## config.mk

```make
export PLATFORM = sky130hd
export DESIGN_NAME = i2c_bus_arbiter_flat
export DESIGN_NICKNAME = d
export VERILOG_FILES = /design/src/rtl/i2c_arb_if.sv /design/src/rtl/i2c_bus_arbiter.sv /design/src/flat_wrapper.sv
export SDC_FILE = /design/constraint.sdc
export NUM_CORES = 1
export LEC_CHECK = 0
export BUFFER_PORTS_ARGS = -buffer_cell sky130_fd_sc_hd__buf_2
export CAP_MARGIN = 25
export CORE_ASPECT_RATIO = 1.4
export CORE_MARGIN = 10
export CORE_UTILIZATION = 37
export DETAILED_ROUTE_END_ITERATION = 6
export PLACE_DENSITY = 0.69
export SYNTH_ARGS = -nofsm -noshare
export SYNTH_HDL_FRONTEND = slang
export SYNTH_SLANG_ARGS = --single-unit
```

## constraint.sdc

```tcl
create_clock -name clock -period 2.2 [get_ports clock]
set_clock_uncertainty 0.15 [all_clocks]
set_input_delay 0.11 -clock clock [delete_from_list [all_inputs] [get_ports clock]]
set_output_delay 0.11 -clock clock [all_outputs]
set_load 0.02 [all_outputs]
```

## src/rtl/i2c_arb_if.sv

```systemverilog
// Requester-side bus of the I2C bus arbiter: descriptors and requests in,
// grant / byte strobe / read data / completion status out.
interface i2c_arb_if #(
   parameter int unsigned N_REQ = 4
);
   logic [N_REQ-1:0]    req;
   logic [7*N_REQ-1:0]  req_addr;
   logic [16*N_REQ-1:0] req_reg;
   logic [N_REQ-1:0]    req_rd;
   logic [17*N_REQ-1:0] req_len;
   logic [8*N_REQ-1:0]  req_wdata;
   logic [N_REQ-1:0]    gnt;
   logic [N_REQ-1:0]    byte_stb;
   logic [7:0]          rd_data;
   logic [N_REQ-1:0]    done;
   logic [N_REQ-1:0]    err;

   // Requester side: drives requests and descriptors, observes status.
   modport master (
      output req, req_addr, req_reg, req_rd, req_len, req_wdata,
      input  gnt, byte_stb, rd_data, done, err
   );

   // Arbiter side: samples requests and descriptors, drives status.
   modport slave (
      input  req, req_addr, req_reg, req_rd, req_len, req_wdata,
      output gnt, byte_stb, rd_data, done, err
   );
endinterface

```

## src/rtl/i2c_bus_arbiter.sv

```systemverilog
// Round-robin arbiter and transaction sequencer sharing one I2C master engine
// among N_REQ requesters. Optional transfer watchdog: define I2C_ARB_TIMEOUT_EN.
module i2c_bus_arbiter #(
   parameter int unsigned N_REQ      = 4,
   parameter int unsigned STOP_GUARD = 64,
   parameter int unsigned TIMEOUT    = 200000
) (
   input  logic        clock,
   input  logic        reset,
   i2c_arb_if.slave    bus,
   output logic        eng_start,
   output logic        eng_reset,
   output logic [6:0]  eng_addr,
   output logic [15:0] eng_reg,
   output logic        eng_rd,
   output logic [16:0] eng_len,
   output logic [7:0]  eng_wdata,
   input  logic        eng_ready,
   input  logic [7:0]  eng_rdata
);

   localparam int unsigned IDX_W = (N_REQ > 1) ? $clog2(N_REQ) : 1;
   localparam int unsigned PTR_W = IDX_W + 1;
   // One counter serves both the stop guard and the watchdog (never active together).
   localparam int unsigned SPAN  = (STOP_GUARD > TIMEOUT) ? STOP_GUARD : TIMEOUT;
   localparam int unsigned CNT_W = $clog2(SPAN + 1);

   typedef enum logic [2:0] {
      IDLE  = 3'd0,
      LOAD  = 3'd1,
      START = 3'd2,
      XFER  = 3'd3,
      GUARD = 3'd4,
      DONE  = 3'd5,
      ABORT = 3'd6
   } state_t;

   state_t             state_q,  state_nxt;
   logic [IDX_W-1:0]   sel_q,    sel_nxt;
   logic [IDX_W-1:0]   rr_q,     rr_nxt;
   logic [N_REQ-1:0]   gnt_q,    gnt_nxt;
   logic [N_REQ-1:0]   stb_q,    stb_nxt;
   logic [N_REQ-1:0]   done_q,   done_nxt;
   logic [7:0]         rdata_q,  rdata_nxt;
   logic               start_q,  start_nxt;
   logic [6:0]         addr_q,   addr_nxt;
   logic [15:0]        reg_q,    reg_nxt;
   logic               rd_q,     rd_nxt;
   logic [16:0]        rem_q,    rem_nxt;
   logic [CNT_W-1:0]   cnt_q,    cnt_nxt;
   logic               ready_q;
`ifdef I2C_ARB_TIMEOUT_EN
   logic [N_REQ-1:0]   err_q,    err_nxt;
`endif

   logic               found;
   logic [IDX_W-1:0]   pick;
   logic [PTR_W-1:0]   cand;
   logic [6:0]         sel_addr;
   logic [15:0]        sel_reg;
   logic               sel_rd;
   logic [16:0]        sel_len;
   logic               rise;

   assign rise = eng_ready & ~ready_q;

   // Round-robin search: first requesting index at or after rr_q, wrapping.
   always_comb begin
      found = 1'b0;
      pick  = '0;
      cand  = '0;
      for (int i = 0; i < N_REQ; i++) begin
         cand = PTR_W'(rr_q) + PTR_W'(i);
         if (cand >= PTR_W'(N_REQ)) cand = cand - PTR_W'(N_REQ);
         if (!found && bus.req[cand[IDX_W-1:0]]) begin
            found = 1'b1;
            pick  = cand[IDX_W-1:0];
         end
      end
   end

   // Descriptor fields of the selected requester.
   always_comb begin
      sel_addr = '0;
      sel_reg  = '0;
      sel_rd   = 1'b0;
      sel_len  = '0;
      for (int i = 0; i < N_REQ; i++) begin
         if (sel_q == IDX_W'(i)) begin
            sel_addr = bus.req_addr[i*7 +: 7];
            sel_reg  = bus.req_reg[i*16 +: 16];
            sel_rd   = bus.req_rd[i];
            sel_len  = bus.req_len[i*17 +: 17];
         end
      end
   end

   // Write byte follows the grant so the requester can update it per byte.
   always_comb begin
      eng_wdata = '0;
      for (int i = 0; i < N_REQ; i++) begin
         if (gnt_q[i]) eng_wdata = eng_wdata | bus.req_wdata[i*8 +: 8];
      end
   end

   // Next-state and next-output logic.
   always_comb begin
      state_nxt = state_q;
      sel_nxt   = sel_q;
      rr_nxt    = rr_q;
      gnt_nxt   = gnt_q;
      stb_nxt   = '0;
      done_nxt  = '0;
      rdata_nxt = rdata_q;
      start_nxt = 1'b0;
      addr_nxt  = addr_q;
      reg_nxt   = reg_q;
      rd_nxt    = rd_q;
      rem_nxt   = rem_q;
      cnt_nxt   = cnt_q;
`ifdef I2C_ARB_TIMEOUT_EN
      err_nxt   = '0;
`endif
      case (state_q)
         IDLE: begin
            if (found) begin
               sel_nxt   = pick;
               state_nxt = LOAD;
            end
         end
         LOAD: begin
            gnt_nxt   = N_REQ'(1) << sel_q;
            addr_nxt  = sel_addr;
            reg_nxt   = sel_reg;
            rd_nxt    = sel_rd;
            rem_nxt   = sel_len;
            rr_nxt    = (sel_q == IDX_W'(N_REQ - 1)) ? '0 : sel_q + IDX_W'(1);
            state_nxt = START;
         end
         START: begin
            start_nxt = 1'b1;
            cnt_nxt   = '0;
            state_nxt = XFER;
         end
         XFER: begin
            if (rise) begin
               stb_nxt = gnt_q;
               cnt_nxt = '0;
               if (rd_q) rdata_nxt = eng_rdata;
               if (rem_q == '0) state_nxt = GUARD;
               else             rem_nxt   = rem_q - 17'd1;
            end
`ifdef I2C_ARB_TIMEOUT_EN
            else if (cnt_q == CNT_W'(TIMEOUT - 1)) begin
               state_nxt = ABORT;
            end else begin
               cnt_nxt = cnt_q + CNT_W'(1);
            end
`endif
         end
         GUARD: begin
            if (cnt_q == CNT_W'(STOP_GUARD - 1)) state_nxt = DONE;
            else                                 cnt_nxt   = cnt_q + CNT_W'(1);
         end
         DONE: begin
            done_nxt  = gnt_q;
            gnt_nxt   = '0;
            state_nxt = IDLE;
         end
         ABORT: begin
`ifdef I2C_ARB_TIMEOUT_EN
            err_nxt   = gnt_q;
`endif
            gnt_nxt   = '0;
            state_nxt = IDLE;
         end
         default: begin
            state_nxt = IDLE;
         end
      endcase
   end

   // State and registered outputs.
   always_ff @(posedge clock) begin
      if (reset) begin
         state_q <= IDLE;
         sel_q   <= '0;
         rr_q    <= '0;
         gnt_q   <= '0;
         stb_q   <= '0;
         done_q  <= '0;
         rdata_q <= '0;
         start_q <= 1'b0;
         addr_q  <= '0;
         reg_q   <= '0;
         rd_q    <= 1'b0;
         rem_q   <= '0;
         cnt_q   <= '0;
         ready_q <= 1'b0;
`ifdef I2C_ARB_TIMEOUT_EN
         err_q   <= '0;
`endif
      end else begin
         state_q <= state_nxt;
         sel_q   <= sel_nxt;
         rr_q    <= rr_nxt;
         gnt_q   <= gnt_nxt;
         stb_q   <= stb_nxt;
         done_q  <= done_nxt;
         rdata_q <= rdata_nxt;
         start_q <= start_nxt;
         addr_q  <= addr_nxt;
         reg_q   <= reg_nxt;
         rd_q    <= rd_nxt;
         rem_q   <= rem_nxt;
         cnt_q   <= cnt_nxt;
         ready_q <= eng_ready;
`ifdef I2C_ARB_TIMEOUT_EN
         err_q   <= err_nxt;
`endif
      end
   end

   assign bus.gnt      = gnt_q;
   assign bus.byte_stb = stb_q;
   assign bus.rd_data  = rdata_q;
   assign bus.done     = done_q;
   assign eng_start    = start_q;
   assign eng_addr     = addr_q;
   assign eng_reg      = reg_q;
   assign eng_rd       = rd_q;
   assign eng_len      = rem_q;

`ifdef I2C_ARB_TIMEOUT_EN
   assign bus.err      = err_q;
   assign eng_reset    = reset | (state_q == ABORT);
`else
   assign bus.err      = '0;
   assign eng_reset    = reset;
`endif

endmodule

```

## src/flat_wrapper.sv

```systemverilog
// flat-port wrapper written by rule: the top's interface ports become plain ports
module i2c_bus_arbiter_flat 
#(
   parameter int unsigned N_REQ      = 4,
   parameter int unsigned STOP_GUARD = 64,
   parameter int unsigned TIMEOUT    = 200000
)
  (clock, reset, eng_start, eng_reset, eng_addr, eng_reg, eng_rd, eng_len, eng_wdata, eng_ready, eng_rdata, bus_req, bus_req_addr, bus_req_reg, bus_req_rd, bus_req_len, bus_req_wdata, bus_gnt, bus_byte_stb, bus_rd_data, bus_done, bus_err);
  i2c_arb_if #(.N_REQ(N_REQ)) bus_i ();
  input  logic clock;
  input  logic reset;
  output logic eng_start;
  output logic eng_reset;
  output logic [6:0] eng_addr;
  output logic [15:0] eng_reg;
  output logic eng_rd;
  output logic [16:0] eng_len;
  output logic [7:0] eng_wdata;
  input  logic eng_ready;
  input  logic [7:0] eng_rdata;
  input wire logic [$bits(bus_i.req)-1:0] bus_req;
  input wire logic [$bits(bus_i.req_addr)-1:0] bus_req_addr;
  input wire logic [$bits(bus_i.req_reg)-1:0] bus_req_reg;
  input wire logic [$bits(bus_i.req_rd)-1:0] bus_req_rd;
  input wire logic [$bits(bus_i.req_len)-1:0] bus_req_len;
  input wire logic [$bits(bus_i.req_wdata)-1:0] bus_req_wdata;
  output wire logic [$bits(bus_i.gnt)-1:0] bus_gnt;
  output wire logic [$bits(bus_i.byte_stb)-1:0] bus_byte_stb;
  output wire logic [$bits(bus_i.rd_data)-1:0] bus_rd_data;
  output wire logic [$bits(bus_i.done)-1:0] bus_done;
  output wire logic [$bits(bus_i.err)-1:0] bus_err;
  assign bus_i.req = bus_req;
  assign bus_i.req_addr = bus_req_addr;
  assign bus_i.req_reg = bus_req_reg;
  assign bus_i.req_rd = bus_req_rd;
  assign bus_i.req_len = bus_req_len;
  assign bus_i.req_wdata = bus_req_wdata;
  assign bus_gnt = bus_i.gnt;
  assign bus_byte_stb = bus_i.byte_stb;
  assign bus_rd_data = bus_i.rd_data;
  assign bus_done = bus_i.done;
  assign bus_err = bus_i.err;
  i2c_bus_arbiter #(.N_REQ(N_REQ), .STOP_GUARD(STOP_GUARD), .TIMEOUT(TIMEOUT)) u_core (.clock(clock), .reset(reset), .bus(bus_i), .eng_start(eng_start), .eng_reset(eng_reset), .eng_addr(eng_addr), .eng_reg(eng_reg), .eng_rd(eng_rd), .eng_len(eng_len), .eng_wdata(eng_wdata), .eng_ready(eng_ready), .eng_rdata(eng_rdata));
endmodule
```

After elaboration in Yosys (flattened, before gate mapping)

Cells that the tools add are included.

Bits in writable memories: 0
Output and inout bits: 75
Latch bits: 0
Memories kept: 0
Flip-flop bits (word level): 88
Bits of input ports: 211
Memory bits (read-only): 0
Word-level logic and storage cells: 131

Bitwise operators: 8
Shifts and indexed selects: 1
$mul: 0
Equal/unequal tests: 16
Mux-type cells: 54
Div/mod/pow operators: 0
$lt $le $gt $ge: 8
Reduce and logical (&&, ||, !) cells: 20
$add $sub $neg: 10

Operator list:

| operator                                                                      | count |
|---|---|
| 17-bit 2-to-1 mux                                                             | 6 |
| 16-bit 2-to-1 mux                                                             | 4 |
| 18-bit one-hot mux with 3 select lines                                        | 1 |
| 18-bit 2-to-1 mux                                                             | 2 |
| 17-bit one-hot mux with 2 select lines                                        | 1 |
| 8-bit 2-to-1 mux                                                              | 4 |
| 7-bit 2-to-1 mux                                                              | 4 |
| 8-bit bitwise OR                                                              | 3 |
| 18-bit by 1-bit adder with 18-bit output (second input constant)              | 1 |
| 18-bit by 6-bit equality test with 1-bit output (second input constant)       | 1 |
| 2-bit 2-to-1 mux                                                              | 9 |
| 17-bit logical NOT                                                            | 1 |
| 17-bit by 1-bit subtractor with 17-bit output (second input constant)         | 1 |
| 3-bit one-hot mux with 5 select lines                                         | 1 |
| 1-bit 2-to-1 mux                                                              | 13 |
| 2-bit by 3-bit less-than comparator with 1-bit output (second input constant) | 4 |
| 3-bit 2-to-1 mux                                                              | 4 |
| 3-bit equality test (second input constant)                                   | 3 |
| 3-bit >= comparator (second input constant)                                   | 3 |
| 3-bit AND reduction                                                           | 3 |
| 1-bit binary-select mux with 2-bit select                                     | 4 |
| 2-bit by 1-bit != test with 1-bit output (second input constant)              | 4 |
| 4-bit one-hot mux with 2 select lines                                         | 1 |
| 2-bit by 1-bit subtractor with 2-bit output (second input constant)           | 4 |
| 22 further kinds                                                              | 35 |

Depth between registers and ports, before layout

Depth after elaboration: 16
Depth in mapped cells: 10
Gate-level depth less buffers: 7

Worst setup path before layout

Ideal clock, no wire load.

Path kind: reg-to-reg
Start point: register u_core.rem_q[0] (netlist: u_core.eng_len[0])
End point: register u_core.rem_q[4] (netlist: u_core.eng_len[4])
Arrival: 1848 ps
Library setup time: 138 ps
Stages on the path, launching flop included: 10
Path slack: 64 ps
Cell sequence: dfxtp_1 > inv_1 > ha_1 > nor3b_2 > nand4_4 > o21a_1 > buf_6 > buf_8 > o211ai_1 > a21oi_1

Cells in the longest elaborated chain, start to end: 4
Elaborated cells on any way between the ends: 7
Those cells by class: 1 x add/sub; 1 x eq/ne; 3 x mux; 2 x reduce/logical

RTL lines:

| element                                       | RTL line               | text |
|---|---|---|
| start, declared                               | i2c_bus_arbiter.sv:49  | `logic [16:0] rem_q, rem_nxt;` |
| start signal, assigned                        | i2c_bus_arbiter.sv:215 | `rem_q <= rem_nxt;` |
| 17-bit by 1-bit subtractor with 17-bit output | i2c_bus_arbiter.sv:151 | `else rem_nxt = rem_q - 17'd1;` |
| 17-bit 2-to-1 mux                             | i2c_bus_arbiter.sv:150 | `if (rem_q == '0) state_nxt = GUARD;` |
| 17-bit 2-to-1 mux                             | i2c_bus_arbiter.sv:146 | `if (rise) begin` |
| 17-bit one-hot mux with 2 select lines        | i2c_bus_arbiter.sv:124 | `case (state_q)` |

Parallel ways exist; a longest one is shown, timed or not. The select of a mux whose other input is x is not followed.
A chain may end at the register's enable or synchronous reset.

Worst setup path in the final report

Start point: register u_core.sel_q[0]
End point: register u_core.rem_q[5] (netlist: u_core.eng_len[5])

Cells in the longest elaborated chain, start to end: 6
Elaborated cells on any way between the ends: 9
Those cells by class: 3 x eq/ne; 5 x mux; 1 x reduce/logical

RTL lines:

| element                                  | RTL line               | text |
|---|---|---|
| start, declared                          | i2c_bus_arbiter.sv:39  | `logic [IDX_W-1:0] sel_q, sel_nxt;` |
| start signal, assigned                   | i2c_bus_arbiter.sv:205 | `sel_q <= sel_nxt;` |
| 2-bit logical NOT                        | i2c_bus_arbiter.sv:89  | `if (sel_q == IDX_W'(i)) begin` |
| 17-bit 2-to-1 mux (3 in series)          | i2c_bus_arbiter.sv:89  |  |
| 17-bit 2-to-1 mux *                      | i2c_bus_arbiter.sv:89  |  |
| 17-bit one-hot mux with 2 select lines * | i2c_bus_arbiter.sv:124 |  |

Every way passes the cells marked *; elsewhere a longest branch is shown, timed or not.

==> results by group <==
Synth
  • Synthesis-stage register bit count: 88
  • Number of synthesized flops with an enable pin: 0
  • Sequential area share after synthesis: 31.1%
  • Synth cell count leaders: 140 x a21oi_1, 88 x dfxtp_1, 76 x nand2_1
  • Mapped cell area: 5660 µm²
  • Synth Instances: 755
  • Ys Warns: 0
  • Ys async rst share: 0%
  • Avg Inst Size Synth: 7.50 µm²
  • Synth top area share: 31.1%
  • Post-synth cell types: 69
  • Cell accounting for the most synthesized area: dfxtp_1
  • Most frequent cell after synthesis: a21oi_1
  • Primary FF master, synth: dfxtp_1
  • Dominant cells by area after synthesis: dfxtp_1 31%, a21oi_1 12%, nand2_1 5.0%

STA
  • Final Cycle Share: 94.1%
  • Final Hold Fails: 0
  • Setup TNS: 0 ns
  • Tightest Pin Transition: 0.504 ns
  • Final Max Slew Viols: 0
  • RSZ-0062 raised after global routing: true
  • Minimum clock period: 2.07 ns
  • Final setup vio count: 0
  • Relative max-transition margin: 66.4%
  • Peak Freq: 483 MHz

Setup path
  • Crit path kind: register to register
  • R2R Path Start: u_core.sel_q[0]
  • Startpoint types: register
  • CP bufs+invs: 1
  • R2R setup slack: 0.13 ns
  • CP delay by family, top: compound AO/OA/AOI/OAI gates
  • Critical Path Stages: 7
  • CP Cell Sequence: buf_4 > ha_2 > nand2b_1 > o22ai_1 > a31oi_1 > o32ai_1 > a211oi_2
  • Worst path max stage delay: 0.39 ns
  • Slowest cell on crit path: ha_2
  • CP max FO: 17
  • Data required time of the worst path: 2.32 ns
  • WP data arrival: 2.19 ns
  • Critical Path Start: u_core.sel_q[0]
  • CP endpoint kind: register
  • Crit path to: u_core.eng_len[5]
  • R2R depth: 7
  • Worst r2r dst: u_core.eng_len[5]

Layout
  • Fill count: 1471
  • Layout area overhead: 42.0%
  • Seq. cell area: 1760 µm²
  • Share of layout cells above drive strength 1: 34.2%
  • Cell area after layout: 8040 µm²
  • Multi-input gate area: 3500 µm²
  • Final Net Count: 1267
  • Largest register FFs: 18

Floorplanning
  • Die area: 20700 µm²
  • Io pins: 286
  • Die H: 166 µm
  • Die width: 125 µm
  • Core Footprint: 15100 µm²
  • Initial core utilization: 37.6%
  • Num rows: 53

Power
  • P_leak: 3.77 nW
  • Net Switching: 1.77 mW
  • Power share of the clock group: 31.6%
  • Switching part of the total: 34.5%
  • PwrDens: 638 nW/µm²
  • Combinational share of power: 33.1%
  • P_int: 3.36 mW
  • Seq pwr share: 35.3%
  • Peak supply drop: 0.000309 V

Route
  • Total number of vias: 6911
  • Drt pass-1 iters: 7
  • DRC violations left: 0
  • Vias per Instance: 5.52
  • Detailed Route Iter0 Violations: 611
  • ANT nets after route: 0
  • WL/cell: 18.9 µm
  • Final wirelength: 23700 µm

Global route
  • Vias in the first global route: 6699
  • Global-route wire length before repair: 36900 µm
  • Pin count of the biggest net entering global routing: 52
  • Initial antenna violation count: 7
  • Total GRT Usage: 21.5%
  • Gr ovfl total: 0

CTS
  • Clk root buf: clkbuf_16
  • H-tree depth: 3
  • CTS tree: built
  • Later-pin clock latency in the skew report: 0.34 ns
  • Clk buf depth: 2
  • Setup Fix Bufs, Post-CTS: 0
  • Num CTS Buffers: 9
  • Clk pin slew, worst setup/hold paths: 0.07 ns
  • CTS sink cnt: 88

Outcome
  • Status: completed

Place
  • Placed Area: 7430 µm²
  • RD Place Congestion: 0.929
  • Hpwl dp: 18600 µm
  • Port bufs: 281

Min path
  • Hold crit path type: primary input to register

Flow run
  • Max-cap viol count: 0
[cell families (layout without fill, tap and decap cells)]
| group | after synthesis | in the layout | synth area share, % |
|---|---|---|---|
| compound gates | 310 | 310 | 34.7 |
| simple gates | 248 | 248 | 24.0 |
| buf+inv | 94 | 391 | 7.54 |
| flops | 88 | 88 | 31.1 |
| fa+ha+maj | 6 | 6 | 1.33 |
| xor+xnor | 6 | 6 | 0.928 |
| mux | 2 | 2 | 0.354 |
| other cells | 1 | 10 | 0.0662 |
[how the worst min path moves through the flow]
stage | from | cells past startpoint | end
global route | reset | 2 | u_core.eng_len[12]
CTS | bus_req_addr[26] | 4 | u_core.eng_addr[5]
floorplan | eng_ready | 1 | u_core.ready_q
global placement | eng_rdata[7] | 3 | u_core.bus.rd_data[7]
finish | bus_req_addr[26] | 4 | u_core.eng_addr[5]
detailed placement | eng_ready | 2 | u_core.ready_q
[cell type report]
type | instances | share of cell area [%]
Multi-Input combinational cell | 576 | 43.6
Antenna cell | 6 | 0.187
Clock buffer | 10 | 2.97
Tap cell | 192 | 2.99
Inverter | 26 | 1.21
Timing Repair Buffer | 349 | 26.3
Sequential cell | 88 | 21.9
Clock inverter | 6 | 0.903
[through the flow]
| stage | utilization [%] | worst slack, ns | power (mW) | hold slack (ns) | cells |
|---|---|---|---|---|---|
| 2_1_floorplan | - | 0.0637 | 2.82 | 0.0882 | 758 |
| 3_3_place_gp | 49.3 | 0.154 | 3.46 | 0.212 | 1203 |
| 3_5_place_dp | 49.3 | 0.163 | 3.48 | 0.216 | 1203 |
| 4_1_cts | 53.3 | 0.129 | 5.16 | 0.000834 | 1247 |
| 5_1_grt | 53.4 | -0.0246 | 5.40 | 0.0132 | 1252 |
| 6_report | 53.4 | 0.131 | 5.13 | 0.00996 | 1253 |
[power groups by stage]
stage,sequential [mW],combinational [mW],clock (mW)
after floorplan,1.92,0.897,0
after global placement,1.84,1.62,0
after detailed placement,1.84,1.64,0
after CTS,1.81,1.68,1.67
after global routing,1.82,1.84,1.73
final,1.81,1.70,1.62
[cell usage in the layout, fill, tap and decap left out, drive strengths merged, types with 3 or more instances in the layout]
cell type,count
a211oi,10
nand4,4
nand2b,6
o31ai,3
xor2,4
a32o,3
inv,29
conb,4
nor3,14
o2111ai,4
nand3,16
dlygate4sd3,28
buf,321
nor4b,3
or4,5
nor2b,13
nor2,37
nand2,76
a31oi,4
o211a,22
o21a,4
o22ai,7
nand3b,30
o221ai,5
a21oi,141
diode,6
clkbuf,10
a211o,4
o21ai,59
a22oi,22
nor4,14
and2,9
ha,6
a221oi,8
dfxtp,88
or3,11
nor3b,3
or2,3
[metal layers]
layer / GRT usage, % / wire length, µm / vias up
li1: - / - / 3375
met1: 23.1 / 8740 / 3188
met2: 38.8 / 12500 / 288
met3: 4.98 / 1630 / 58
met4: 9.60 / 885 / 2
met5: 0 / 7 / -
[worst register-to-register path, cell delays in order, from the launching register on]
cell      delay (ns)
dfxtp_1         0.33
buf_4           0.13
ha_2            0.39
nand2b_1        0.27
o22ai_1         0.12
a31oi_1         0.24
o32ai_1         0.15
a211oi_2        0.23
[what timing repair did]
| item | CTS | global route |
|---|---|---|
| endpoints found under the hold margin | 28 | 0 |
| endpoints found under the setup margin | 0 | 3 |
| hold buffers | 28 | 0 |
| resized for setup | 0 | 2 |
Power figures use the tool's default switching activity.
